**config.mk**
```make
export PLATFORM = sky130hd
export DESIGN_NAME = spi_channel_arbiter
export DESIGN_NICKNAME = d
export VERILOG_FILES = /design/src/rtl/spi_channel_arbiter.sv
export SDC_FILE = /design/constraint.sdc
export NUM_CORES = 1
export LEC_CHECK = 0
export CAP_MARGIN = 30
export CORE_AREA = 10 10 190 192
export DETAILED_ROUTE_END_ITERATION = 10
export DIE_AREA = 0 0 200 202
export GPL_TIMING_DRIVEN = 0
export SLEW_MARGIN = 20
export SYNTH_ARGS = -nofsm -noshare
export SYNTH_HDL_FRONTEND = slang
export SYNTH_SLANG_ARGS = --single-unit
```
**constraint.sdc**
```tcl
create_clock -name clk -period 7.32 [get_ports clk]
set_clock_uncertainty 0.05 [all_clocks]
set_input_delay 1.83 -clock clk [delete_from_list [all_inputs] [get_ports clk]]
set_output_delay 1.83 -clock clk [all_outputs]
set_load 0.02 [all_outputs]
```
**src/rtl/spi_channel_arbiter.sv**
```systemverilog
// Round-robin arbiter sharing one SPI master between four requesters, with burst lock.
// Optional ready watchdog in WAIT_DONE is built only when SPI_ARB_TIMEOUT_EN is defined.
//
// state       | meaning
// ------------+-------------------------------------------------------------
// IDLE        | pick the lock holder or the next round-robin requester
// LAUNCH      | m_send high for this single cycle
// WAIT_BUSY   | wait for the master to drop ready; abort after BUSY_WAIT
// WAIT_DONE   | wait for ready to return, then capture m_rdata
// RESPOND     | ack pulse visible; lock updated from the latched last flag
// GAP         | forced idle spacing before the next transaction
module spi_channel_arbiter #(
    parameter int GAP_CYCLES     = 2,
    parameter int BUSY_WAIT      = 3,
    parameter int TIMEOUT_CYCLES = 1023
) (
    input  logic         clk,
    input  logic         reset,
    input  logic [3:0]   req,
    input  logic [3:0]   req_last,
    input  logic [319:0] req_data,
    input  logic [15:0]  req_nbytes,
    output logic [3:0]   ack,
    output logic [3:0]   err,
    output logic [31:0]  rdata,
    output logic [3:0]   grant,
    output logic [79:0]  m_data,
    output logic [3:0]   m_num_bytes,
    output logic [3:0]   m_cs,
    output logic         m_send,
    output logic         m_first,
    output logic         m_last,
    input  logic [31:0]  m_rdata,
    input  logic         m_ready
);

    typedef enum logic [2:0] {
        S_IDLE,
        S_LAUNCH,
        S_WAIT_BUSY,
        S_WAIT_DONE,
        S_RESPOND,
        S_GAP
    } state_t;

    localparam logic [3:0] GAP_LOAD  = 4'(GAP_CYCLES);
    localparam logic [3:0] BUSY_LOAD = 4'(BUSY_WAIT - 1);

    state_t     state;
    logic [1:0] rr;
    logic       locked;
    logic [3:0] gap_cnt;
    logic [3:0] busy_cnt;

`ifdef SPI_ARB_TIMEOUT_EN
    localparam logic [9:0] WD_LOAD = 10'(TIMEOUT_CYCLES - 1);
    logic [9:0] wd_cnt;
`endif

    logic [3:0][79:0] data_arr;
    logic [3:0][3:0]  nb_arr;
    assign data_arr = req_data;
    assign nb_arr   = req_nbytes;

    // rr always names the current or most recent owner, so it doubles as the lock holder
    logic       win_found;
    logic [1:0] win_idx;
    logic [1:0] cand;
    always_comb begin
        win_found = 1'b0;
        win_idx   = rr;
        cand      = rr;
        for (int i = 1; i < 5; i++) begin
            cand = rr + 2'(i);
            if (!win_found && req[cand]) begin
                win_found = 1'b1;
                win_idx   = cand;
            end
        end
    end

    logic [1:0] sel_idx;
    logic       sel_valid;
    logic [3:0] sel_nb;
    logic       len_bad;
    assign sel_idx   = locked ? rr : win_idx;
    assign sel_valid = locked ? req[rr] : win_found;
    assign sel_nb    = nb_arr[sel_idx];
    assign len_bad   = (sel_nb == 4'd0) || (sel_nb > 4'd10);

    assign m_cs = grant;

    always_ff @(posedge clk or posedge reset) begin
        if (reset) begin
            state       <= S_IDLE;
            rr          <= 2'd3;
            locked      <= 1'b0;
            gap_cnt     <= '0;
            busy_cnt    <= '0;
            ack         <= '0;
            err         <= '0;
            rdata       <= '0;
            grant       <= '0;
            m_data      <= '0;
            m_num_bytes <= '0;
            m_send      <= 1'b0;
            m_first     <= 1'b0;
            m_last      <= 1'b0;
`ifdef SPI_ARB_TIMEOUT_EN
            wd_cnt      <= '0;
`endif
        end else begin
            ack    <= '0;
            err    <= '0;
            m_send <= 1'b0;
            case (state)
                S_IDLE: begin
                    if (sel_valid) begin
                        rr <= sel_idx;
                        if (len_bad) begin
                            // rejected length leaves the lock, and hence grant, as it was
                            err     <= 4'b0001 << sel_idx;
                            grant   <= locked ? grant : 4'b0000;
                            gap_cnt <= GAP_LOAD;
                            state   <= S_GAP;
                        end else begin
                            grant       <= 4'b0001 << sel_idx;
                            m_data      <= data_arr[sel_idx];
                            m_num_bytes <= sel_nb;
                            m_last      <= req_last[sel_idx];
                            m_first     <= !locked;
                            m_send      <= 1'b1;
                            state       <= S_LAUNCH;
                        end
                    end
                end
                S_LAUNCH: begin
                    busy_cnt <= BUSY_LOAD;
                    state    <= S_WAIT_BUSY;
                end
                S_WAIT_BUSY: begin
                    if (!m_ready) begin
`ifdef SPI_ARB_TIMEOUT_EN
                        wd_cnt <= WD_LOAD;
`endif
                        state <= S_WAIT_DONE;
                    end else if (busy_cnt == 4'd0) begin
                        err     <= grant;
                        locked  <= 1'b0;
                        grant   <= '0;
                        gap_cnt <= GAP_LOAD;
                        state   <= S_GAP;
                    end else begin
                        busy_cnt <= busy_cnt - 4'd1;
                    end
                end
                S_WAIT_DONE: begin
                    if (m_ready) begin
                        rdata <= m_rdata;
                        ack   <= grant;
                        state <= S_RESPOND;
                    end
`ifdef SPI_ARB_TIMEOUT_EN
                    else if (wd_cnt == 10'd0) begin
                        err     <= grant;
                        locked  <= 1'b0;
                        grant   <= '0;
                        rdata   <= '0;
                        gap_cnt <= GAP_LOAD;
                        state   <= S_GAP;
                    end else begin
                        wd_cnt <= wd_cnt - 10'd1;
                    end
`endif
                end
                S_RESPOND: begin
                    if (m_last) begin
                        locked <= 1'b0;
                        grant  <= '0;
                    end else begin
                        locked <= 1'b1;
                    end
                    gap_cnt <= GAP_LOAD;
                    state   <= S_GAP;
                end
                S_GAP: begin
                    if (gap_cnt <= 4'd1) begin
                        state <= S_IDLE;
                    end else begin
                        gap_cnt <= gap_cnt - 4'd1;
                    end
                end
                default: state <= S_IDLE;
            endcase
        end
    end

endmodule

```
==> impl_results.md, run 1 <==
- HPWL after DPL: 37.7 mm
- Critical path arrival: 5.83 ns
- Cell mode on critical path: clkbuf_1
- Ys Warns: 0
- 1st-iter DRT viols: 655
- Synth Area in Compound Gates: 17.3%
- Dpl ws: 1.23 ns
- Initial Utilization: 27.3%
- Count of final max-slew check failures: 0
- Total CTS buffers: 17
- Clk pin slew, worst setup/hold paths: 0.07 ns
- I/O Pins: 514
- Largest family of logic cells by synthesized area: multiplexers
- Synth area leader: dfrtp_1
- R2R Path Start: rr[1]
- Routability cong.: 0.970
- RSZ-0062 raised after global routing: no
- Synth Area in Simple Gates: 16.9%
- Nets@finish: 1,847
- Max VDD drop: 0.000195 V
- Tot GR Track Use: 22.4%
- Crit-path leading delay family: buffers and inverters
- First-pass GRT wire length: 67.2 mm
- Primary FF master, synth: dfrtp_1
- Vias: 9,528
- Height of the die: 202 um
- Worst setup EP type: flip-flop
- Mux contribution to synthesized area: 19.1%
- Pwr dens: 474 nW/um^2
- Levels on crit path: 11
- Fmax: 182 MHz
- Critical path, cell by cell: clkdlybuf4s50_1, inv_1, a31oi_1, nand2_1, o21ai_0, clkbuf_1, clkbuf_1, clkbuf_1, nand2_1, a31oi_1, mux2_2
- Proportion of layout cells with a drive suffix above 1: 12.4%
- Worst Path Required: 7.64 ns
- Cts hold-fix bufs: 0
- Setup crit start kind: input port
- Post-synthesis adder-cell area fraction: 0.425%
- Final WL: 46.3 mm
- Worst-path maximum fanout: 10
- Final setup vio count: 0
- EDFF count, synth: 0
- Worst hold margin: 0.456 ns
- Routed Antenna Nets: 0
- Post-synthesis async set-or-reset flop share: 100%
- Syn nets: 1,314
- Synth top cells by count: nand2_1, dfrtp_1, mux2_2
- Vias per inst: 4.94
- Worst-Skew Late Latency: 0.43 ns
- CTS sink cnt: 145
- Slowest CP cell: o21ai_0
- Post-synthesis register bit count: 145
- Post-layout util: 47.0%
- Total congestion overflow: 0
- Final Hold Viols: 0
- Clock Path Buffers: 2
- Worst min path class: reg2reg
- Critical Path Start: req[3]
- Largest net degree at the start of global routing: 86
- Lkg Pwr: 6.02 nW
- H-tree depth: 4
- Seq/Total Area, Yosys: 41.1%
- Worst Reg-to-Reg Cells: 11
- IO Port Bufs: 513
- Avg Inst Size Synth: 9.47 sq um
- Slew headroom: 38.7%
- FF-to-FF setup slack: 3.24 ns
- FF-to-FF End: m_data[26]
- Synth Area in XOR/XNOR: 0.198%
- Total power: 0.00719 W
- Wire length per cell: 24.0 um
- Post-Syn Instances: 932
- Layout area overhead: 72.0%
- Most frequent cell after synthesis: nand2_1
- # rows: 66
- CTS tree: done
- Die area: 40,400 sq um
- Worst path buffer plus inverter count: 5
- Worst-Margin Slew: 0.909 ns
- Outcome: finished clean
- DRC viols: 0
- CP Class: in2reg
- Crit path to: m_data[26]
- Cts repair resizes: 0
- Max-Cap Viols: 0
- Min cycle time layout: 5.51 ns
- Final period util: 75.2%
- Core ar.: 32,300 sq um
- Root buffer cell: clkbuf_16
- Post-synth top area share: 40.6%
- Hold path depth: 1
- Synthesized cell area: 8820 sq um
- Post-synth cell types: 55
- Post-route setup slack: 1.81 ns
- Largest stage delay, worst path: 0.73 ns
- Vias in the first global route: 10,100
- Area contributors post-synth: dfrtp_1, mux2_2, nand2_1
- Die width: 200 um
- DRT Pass-1 Iters: 7
- Initial antenna violation count: 10
- Post-CTS setup buffer count: 0
## area by class of cell
type                            count  area (sq um)
Clock buffer                       17           425
Sequential cell                   145          3630
Fill cell                        3077         17100
Multi-Input combinational cell    688          4760
Tap cell                          442           553
Inverter                           19          78.8
Antenna cell                        9          22.5
Buffer                             80           365
Timing Repair Buffer              514          5160
Clock inverter                     15           183
## registers in the layout (all words and copies together) (netlist names), 4 cells and up
signal and flops:
gap_cnt 4, busy_cnt 4, m_num_bytes 4, ack 4
rdata 32, m_data 80, grant 4, err 4
## layer usage
metal  GRT usage (%)  share of wire (%)
met5               0                  0
met1            25.6                 40
met3            7.31                7.8
met2            38.4                 50
met4            7.49                2.4
## metrics by stage
step	std cells	area, sq um	TNS (ns)
floorplan	932	8820	0
global placement	1887	14500	-138.32
detailed placement	1888	14500	0
CTS	1920	15200	0
global route	1929	15200	0
finish	1929	15200	0
## logic make-up after synthesis
logic type                 after synthesis
AOI/OAI and AO/OA                      219
xor gates and xnor gates                 2
adders and majority gates                3
buffers and inverters                   99
DFF                                    145
muxes                                  142
and+or+nand+nor                        322
## worst min-delay path by stage
| stage | start | end | slack [ns] |
|---|---|---|---|
| 2_1_floorplan | busy_cnt[0] | busy_cnt[0] | 0.43 |
| 3_3_place_gp | rdata[27] | rdata[27] | 0.44 |
| 3_5_place_dp | rdata[22] | rdata[22] | 0.44 |
| 4_1_cts | m_data[16] | m_data[16] | 0.46 |
| 5_1_grt | rdata[22] | rdata[22] | 0.47 |
| 6_report | m_data[24] | m_data[24] | 0.46 |
## report_power, final
group          internal (W)  switching, W
logic               0.00212       0.00270
clock network      0.000491      0.000423
registers           0.00121      0.000238
total               0.00383       0.00336
## placed cells by master (no fill, tap or decap), types with 5 or more instances in the layout
master / instances
a31oi_1: 82
buf_4: 5
nand2_1: 182
clkbuf_1: 59
o21ai_0: 11
mux2_2: 97
buf_6: 5
clkdlybuf4s50_1: 513
inv_8: 5
buf_2: 7
a21oi_1: 10
nand3_1: 6
a211oi_1: 81
and2_1: 83
diode_2: 9
inv_1: 18
inv_6: 5
clkbuf_16: 17
nor2_1: 23
nor3_1: 7
mux2_4: 28
mux2i_1: 17
dfrtp_1: 143
## worst reg2reg max path: stages, from the launching register on
cell and delay (ns):
dfstp_2 0.53, buf_2 0.18, nand2b_1 0.12, a21o_1 0.17, nand2_1 0.08, o21ai_0 0.73
clkbuf_1 0.47, clkbuf_1 0.56, clkbuf_1 0.49, nand2_1 0.11, a31oi_1 0.32, mux2_2 0.22
(Power assumes the default switching activity.)
==> run 2: changes to the inputs <==
==> constraint.sdc (replaced) <==
create_clock -name clk -period 4.7 [get_ports clk]
set_clock_uncertainty 0.05 [all_clocks]
set_input_delay 1.175 -clock clk [delete_from_list [all_inputs] [get_ports clk]]
set_output_delay 1.175 -clock clk [all_outputs]
set_load 0.02 [all_outputs]
==> run 2 against run 1 <==
  * Count of clock-buffer cells in the layout is the same
  * First-iteration DRC count fell by 15%
  * Hold slack lost 0.0025 ns
  * Combinational power is 59% higher
  * Critical path depth up 3
  * Setup slack worse by 1.6 ns
  * Total power grew 58%
  * Critical path type unchanged
  * Largest cell class unchanged
  * Largest power group unchanged
==> impl_results.md, run 2 (synthesized netlist as in run 1, its figures left out) <==
- Outcome: finished clean
- Dpl cells: 1,893
- Worst hold margin: 0.453 ns
- Final period util: 95.7%
- Fmax: 222 MHz
- Clock Path Buffers: 2
- FF-to-FF setup slack: 0.79 ns
- Count of final max-slew check failures: 0
- Final setup vio count: 0
- Tot GR Track Use: 22.5%
- Routability cong.: 0.953
- HPWL after DPL: 38.2 mm
- RSZ-0062 raised after global routing: no
- First-pass GRT wire length: 66.7 mm
- Clk pin slew, worst setup/hold paths: 0.06 ns
- Initial Utilization: 27.3%
- Slew headroom: 41.8%
- Worst-Margin Slew: 0.874 ns
- Lkg Pwr: 6.08 nW
- Fin cells: 1,927
- Max-Cap Viols: 0
- Height of the die: 202 um
- Post-CTS setup buffer count: 0
- Top reg by flops: m_data
- CTS tree: done
- DRC viols: 0
- Nets@finish: 1,852
- Vias per inst: 4.89
- Core ar.: 32,300 sq um
- Worst path buffer plus inverter count: 6
- Hold path start: rdata[10]
- Proportion of layout cells with a drive suffix above 1: 13.2%
- Worst setup EP type: flip-flop
- CTS sink cnt: 145
- Worst Path Required: 4.98 ns
- Worst min path class: reg2reg
- Fill cells: 3,078
- Critical Path Start: req[3]
- Die width: 200 um
- Cell mode on critical path: buf_6
- Die area: 40,400 sq um
- IO Port Bufs: 513
- Post-layout util: 47.3%
- Setup crit start kind: input port
- Final Hold Viols: 0
- Largest stage delay, worst path: 0.61 ns
- # rows: 66
- Slowest CP cell: clkdlybuf4s50_1
- CP Class: in2reg
- 1st-iter DRT viols: 560
- Worst-Skew Late Latency: 0.45 ns
- Critical path, cell by cell: clkdlybuf4s50_1, inv_1, o2111ai_1, and2_1, o221ai_4, buf_6, mux2i_1, or2_1, or3_1, and3_1, buf_2, buf_6, buf_6, mux2_4
- R2R Path Start: rr[0]
- Total CTS buffers: 17
- Most frequent cells in the layout: clkdlybuf4s50_1, nand2_1, dfrtp_1
- Routed Antenna Nets: 0
- DRT Pass-1 Iters: 5
- Vias: 9,417
- Crit-path leading delay family: buffers and inverters
- H-tree depth: 4
- Max VDD drop: 0.000265 V
- Pwr dens: 745 nW/um^2
- Root buffer cell: clkbuf_16
- Biggest regs: m_data (80), rdata (32)
- Initial antenna violation count: 2
- Layout area overhead: 73.2%
- Total Negative Setup Slacks: 0 ns
- Final WL: 46.6 mm
- Critical path arrival: 4.78 ns
- Total congestion overflow: 0
- Wire length per cell: 24.2 um
- I/O Pins: 514
- Worst-path maximum fanout: 10
- Vias in the first global route: 10,000
- Min cycle time layout: 4.50 ns
- Most common cell after layout, fill and taps aside: clkdlybuf4s50_1
- Largest net degree at the start of global routing: 31
- Max reg flops: 80
-- run 2: cell count changes in the layout (fill, tap and decap cells not counted), moves of 2 or more --
cell	before	now
buf_12	0	5
buf_6	5	7
bufinv_16	1	3
clkbuf_1	59	57
clkbuf_2	0	2
clkinv_2	0	2
clkinv_8	3	0
diode_2	9	2
inv_8	5	3
mux2i_1	17	15
mux2i_2	0	2
-- run 2: worst paths after layout --
| path | cells after the start | to |
|---|---|---|
| max in group asynchronous | 4 | m_data[39] |
| worst max register to register | 12 | m_data[42] |
| worst max-delay path | 14 | m_data[42] |
| min in group asynchronous | 2 | m_data[7] |
| worst min-delay path | 1 | rdata[10] |
| worst min register to register | 1 | rdata[10] |
-- run 2: cell type report --
cell class                 instances  area [sq um]  share of cell area [%]
clock buffer                      17           425                    2.78
tap                              442           553                    3.62
buffer                            80           372                    2.43
timing repair buffer             519          5250                    34.3
inverter                          19          75.1                   0.491
sequential                       145          3630                    23.7
antenna                            2          5.00                  0.0327
multi-input combinational        688          4780                    31.3
clock inverter                    15           194                    1.27
-- run 2: repair_timing --
item / CTS / global route
setup endpoints to repair: 84 / 88
hold endpoints to repair: 0 / 0
hold buffers: 0 / 0
resized for setup: 1 / 12
-- run 2: worst reg2reg max path, delay by kind of cell (launching register included) --
kind / cells / cell delay, ns
buffers and inverters: 5 / 1.16
muxes: 3 / 0.89
and+or+nand+nor: 2 / 0.58
AOI/OAI and AO/OA: 2 / 0.57
DFF: 1 / 0.56
-- run 2: stage by stage --
stage / worst slack [ns] / area (sq um) / power (W)
floorplan: 0.771 / 8830 / 0.00670
global placement: -0.711 / 14500 / 0.00986
detailed placement: -0.781 / 14600 / 0.00995
CTS: -0.0410 / 15200 / 0.0115
global route: 0.00342 / 15300 / 0.0121
finish: 0.201 / 15300 / 0.0114
-- run 2: power by group --
| group | leakage [nW] | internal, W | switching, W | total [W] |
|---|---|---|---|---|
| Clock | 0.305 | 0.000854 | 0.000629 | 0.00148 |
| Combinational | 4.03 | 0.00336 | 0.00431 | 0.00766 |
| Sequential | 1.75 | 0.00188 | 0.000359 | 0.00224 |
-- run 2: per-layer routing --
metal	vias up	track usage, %	wire length, um
li1	4429	-	-
met1	4557	24.9	18000
met2	380	39.0	23500
met3	51	7.51	3830
met4	0	8.28	1210
met5	-	0	0
==> run 3: changes to the inputs <==
--- a/config.mk
+++ b/config.mk
@@ -6,9 +6,9 @@
 export NUM_CORES = 1
 export LEC_CHECK = 0
 export CAP_MARGIN = 30
-export CORE_AREA = 10 10 190 192
+export CORE_AREA = 3 3 200 202
 export DETAILED_ROUTE_END_ITERATION = 10
-export DIE_AREA = 0 0 200 202
+export DIE_AREA = 0 0 203 205
 export GPL_TIMING_DRIVEN = 0
 export SLEW_MARGIN = 20
 export SYNTH_ARGS = -nofsm -noshare
==> run 3 against run 2 <==
  * Global-route usage decreased by 2.4 points
  * Total power decreased by 1.6%
  * Critical endpoint is now m_data[36]
  * Highest routed layer is now met5
  * Cell area increased by 0.30%
  * Combinational power about the same
==> impl_results.md, run 3 (synthesized netlist as in run 1, its figures left out) <==
- 1st-iter DRT viols: 468
- Die area: 41,600 sq um
- Register area: 3630 sq um
- Final setup vio count: 0
- Largest stage delay, worst path: 0.53 ns
- Hold path start: rdata[24]
- Max VDD drop: 0.000279 V
- WL met2: 22.2 mm
- R2R Path Start: rr[0]
- Max-Cap Viols: 0
- Layout area overhead: 73.8%
- Worst setup EP type: flip-flop
- Levels on crit path: 13
- DRT Pass-1 Iters: 5
- Height of the die: 205 um
- Max reg flops: 80
- IO Port Bufs: 513
- Slew headroom: 32.8%
- Most frequent cells in the layout: clkdlybuf4s50_1, nand2_1, dfrtp_1
- Routability cong.: 0.898
- Root buffer cell: clkbuf_16
- Slowest CP cell: clkdlybuf4s50_1
- Post-layout util: 39.9%
- # rows: 72
- Crit-path leading delay family: compound AO/OA/AOI/OAI gates
- Vias in the first global route: 9,747
- HPWL after DPL: 34.4 mm
- Min cycle time layout: 4.56 ns
- CP Class: in2reg
- Top reg by flops: m_data
- Switch share: 46.8%
- Lkg Pwr: 6.05 nW
- DRT met1 WL: 18.0 mm
- Proportion of layout cells with a drive suffix above 1: 13.5%
- First-pass GRT wire length: 62.6 mm
- Worst min path class: reg2reg
- Vias: 9,472
- Pwr dens: 731 nW/um^2
- Largest net degree at the start of global routing: 33
- Final Hold Viols: 0
- Clock share of power: 11.9%
- Routed Antenna Nets: 0
- Outcome: finished clean
- Internal power: 0.00596 W
- Top layer in use: met5
- Count of final max-slew check failures: 0
- Psw: 0.00525 W
- Core ar.: 38,500 sq um
- Initial Utilization: 22.9%
- Clock Path Buffers: 2
- Worst-Margin Slew: 1.00 ns
- RSZ-0062 raised after global routing: no
- Initial antenna violation count: 1
- Critical path, cell by cell: clkdlybuf4s50_1, a21boi_0, o22ai_1, a32o_1, a222oi_1, mux2i_2, a211o_1, or3_1, and3_1, buf_2, buf_6, buf_6, mux2_4
- Worst path buffer plus inverter count: 4
- FF-to-FF setup slack: 0.73 ns
- Met3 wire length: 2.40 mm
- Post-CTS setup buffer count: 0
- I/O Pins: 514
- Die width: 203 um
- Crit path to: m_data[36]
- Post-route setup slack: 0.141 ns
- Worst Path Required: 4.97 ns
- Worst Reg-to-Reg Cells: 12
- Most common cell after layout, fill and taps aside: clkdlybuf4s50_1
- Worst-path maximum fanout: 10
- Fill cells: 3,893
- Worst-Skew Late Latency: 0.44 ns
- CTS tree: done
- Cts hold-fix bufs: 0
- Final period util: 97.0%
- Multi-input gate area: 4800 sq um
- Setup crit start kind: input port
- Clk pin slew, worst setup/hold paths: 0.07 ns
- Wire length per cell: 21.6 um
- Critical Path Start: req[1]
- Vias per inst: 4.73
- Total congestion overflow: 0
- FF-to-FF End: m_data[36]
- Register share of total power: 20.0%
- Critical path arrival: 4.82 ns
- Cell mode on critical path: buf_6
- Dpl ws: -0.872 ns
- H-tree depth: 4
- Total CTS buffers: 17
- Comb pwr share: 68.1%
- CTS sink cnt: 145
- Final WL: 43.3 mm
- Nets@finish: 1,852
- Fmax: 219 MHz
- Tot GR Track Use: 20.1%
- DRC viols: 0
- Total Negative Setup Slacks: 0 ns
- Biggest regs: m_data (80), rdata (32)
run 3: cell count changes in the layout (fill, tap and decap cells not counted), sizes merged:
cell / previous run / this run
clkinv: 2 / 3
bufinv: 3 / 0
diode: 2 / 1
inv: 27 / 23
clkbuf: 76 / 80
clkinvlp: 2 / 5
buf: 27 / 25
run 3: area by class of cell:
| cell class | instances | area share (%) |
|---|---|---|
| tap | 518 | 4.23 |
| timing repair buffer | 519 | 34.2 |
| inverter | 19 | 0.490 |
| multi-input combinational | 688 | 31.3 |
| antenna | 1 | 0.0163 |
| clock inverter | 12 | 0.661 |
| clock buffer | 19 | 2.95 |
| sequential | 145 | 23.7 |
| buffer | 80 | 2.46 |
run 3: worst min-delay path by stage:
stage / endpoint / slack (ns) / depth (start not counted)
final: rdata[24] / 0.45 / 1
after detailed placement: rdata[27] / 0.44 / 1
after floorplan: busy_cnt[0] / 0.43 / 1
after global placement: rdata[28] / 0.44 / 1
after CTS: rdata[24] / 0.46 / 1
after global routing: rdata[28] / 0.47 / 1
run 3: power by group through the flow:
stage / Clock, W / Sequential [W] / Combinational, W
after CTS: 0.00138 / 0.00224 / 0.00769
after global routing: 0.00142 / 0.00232 / 0.00824
after floorplan: 0 / 0.00287 / 0.00383
final: 0.00133 / 0.00224 / 0.00764
after global placement: 0 / 0.00224 / 0.00759
after detailed placement: 0 / 0.00225 / 0.00766
run 3: layer usage:
metal	vias up	GRT usage [%]
met5	-	0
met4	2	5.05
met3	36	4.48
met2	332	35.6
met1	4684	24.7
li1	4418	-
run 3: worst reg2reg max path, stage by stage (launching register included):
cell      delay, ns
dfstp_2        0.56
buf_6          0.14
clkbuf_1       0.46
mux2_2         0.40
a222oi_1       0.28
mux2i_2        0.18
a211o_1        0.31
or3_1          0.38
and3_1         0.24
buf_2          0.18
buf_6          0.17
buf_6          0.19
mux2_4         0.31
run 3: repair_timing:
action,CTS,global route
setup endpoints to repair,66,78
resized for setup,3,16
pin swaps,0,2
run 3: through the flow:
| step | std cells | power [W] | hold slack [ns] | area (sq um) |
|---|---|---|---|---|
| detailed placement | 1969 | 0.00991 | 0.442 | 14700 |
| floorplan | 932 | 0.00670 | 0.433 | 8830 |
| global route | 2000 | 0.0120 | 0.468 | 15300 |
| finish | 2001 | 0.0112 | 0.454 | 15300 |
| CTS | 2000 | 0.0113 | 0.458 | 15300 |
| global placement | 1963 | 0.00982 | 0.438 | 14600 |
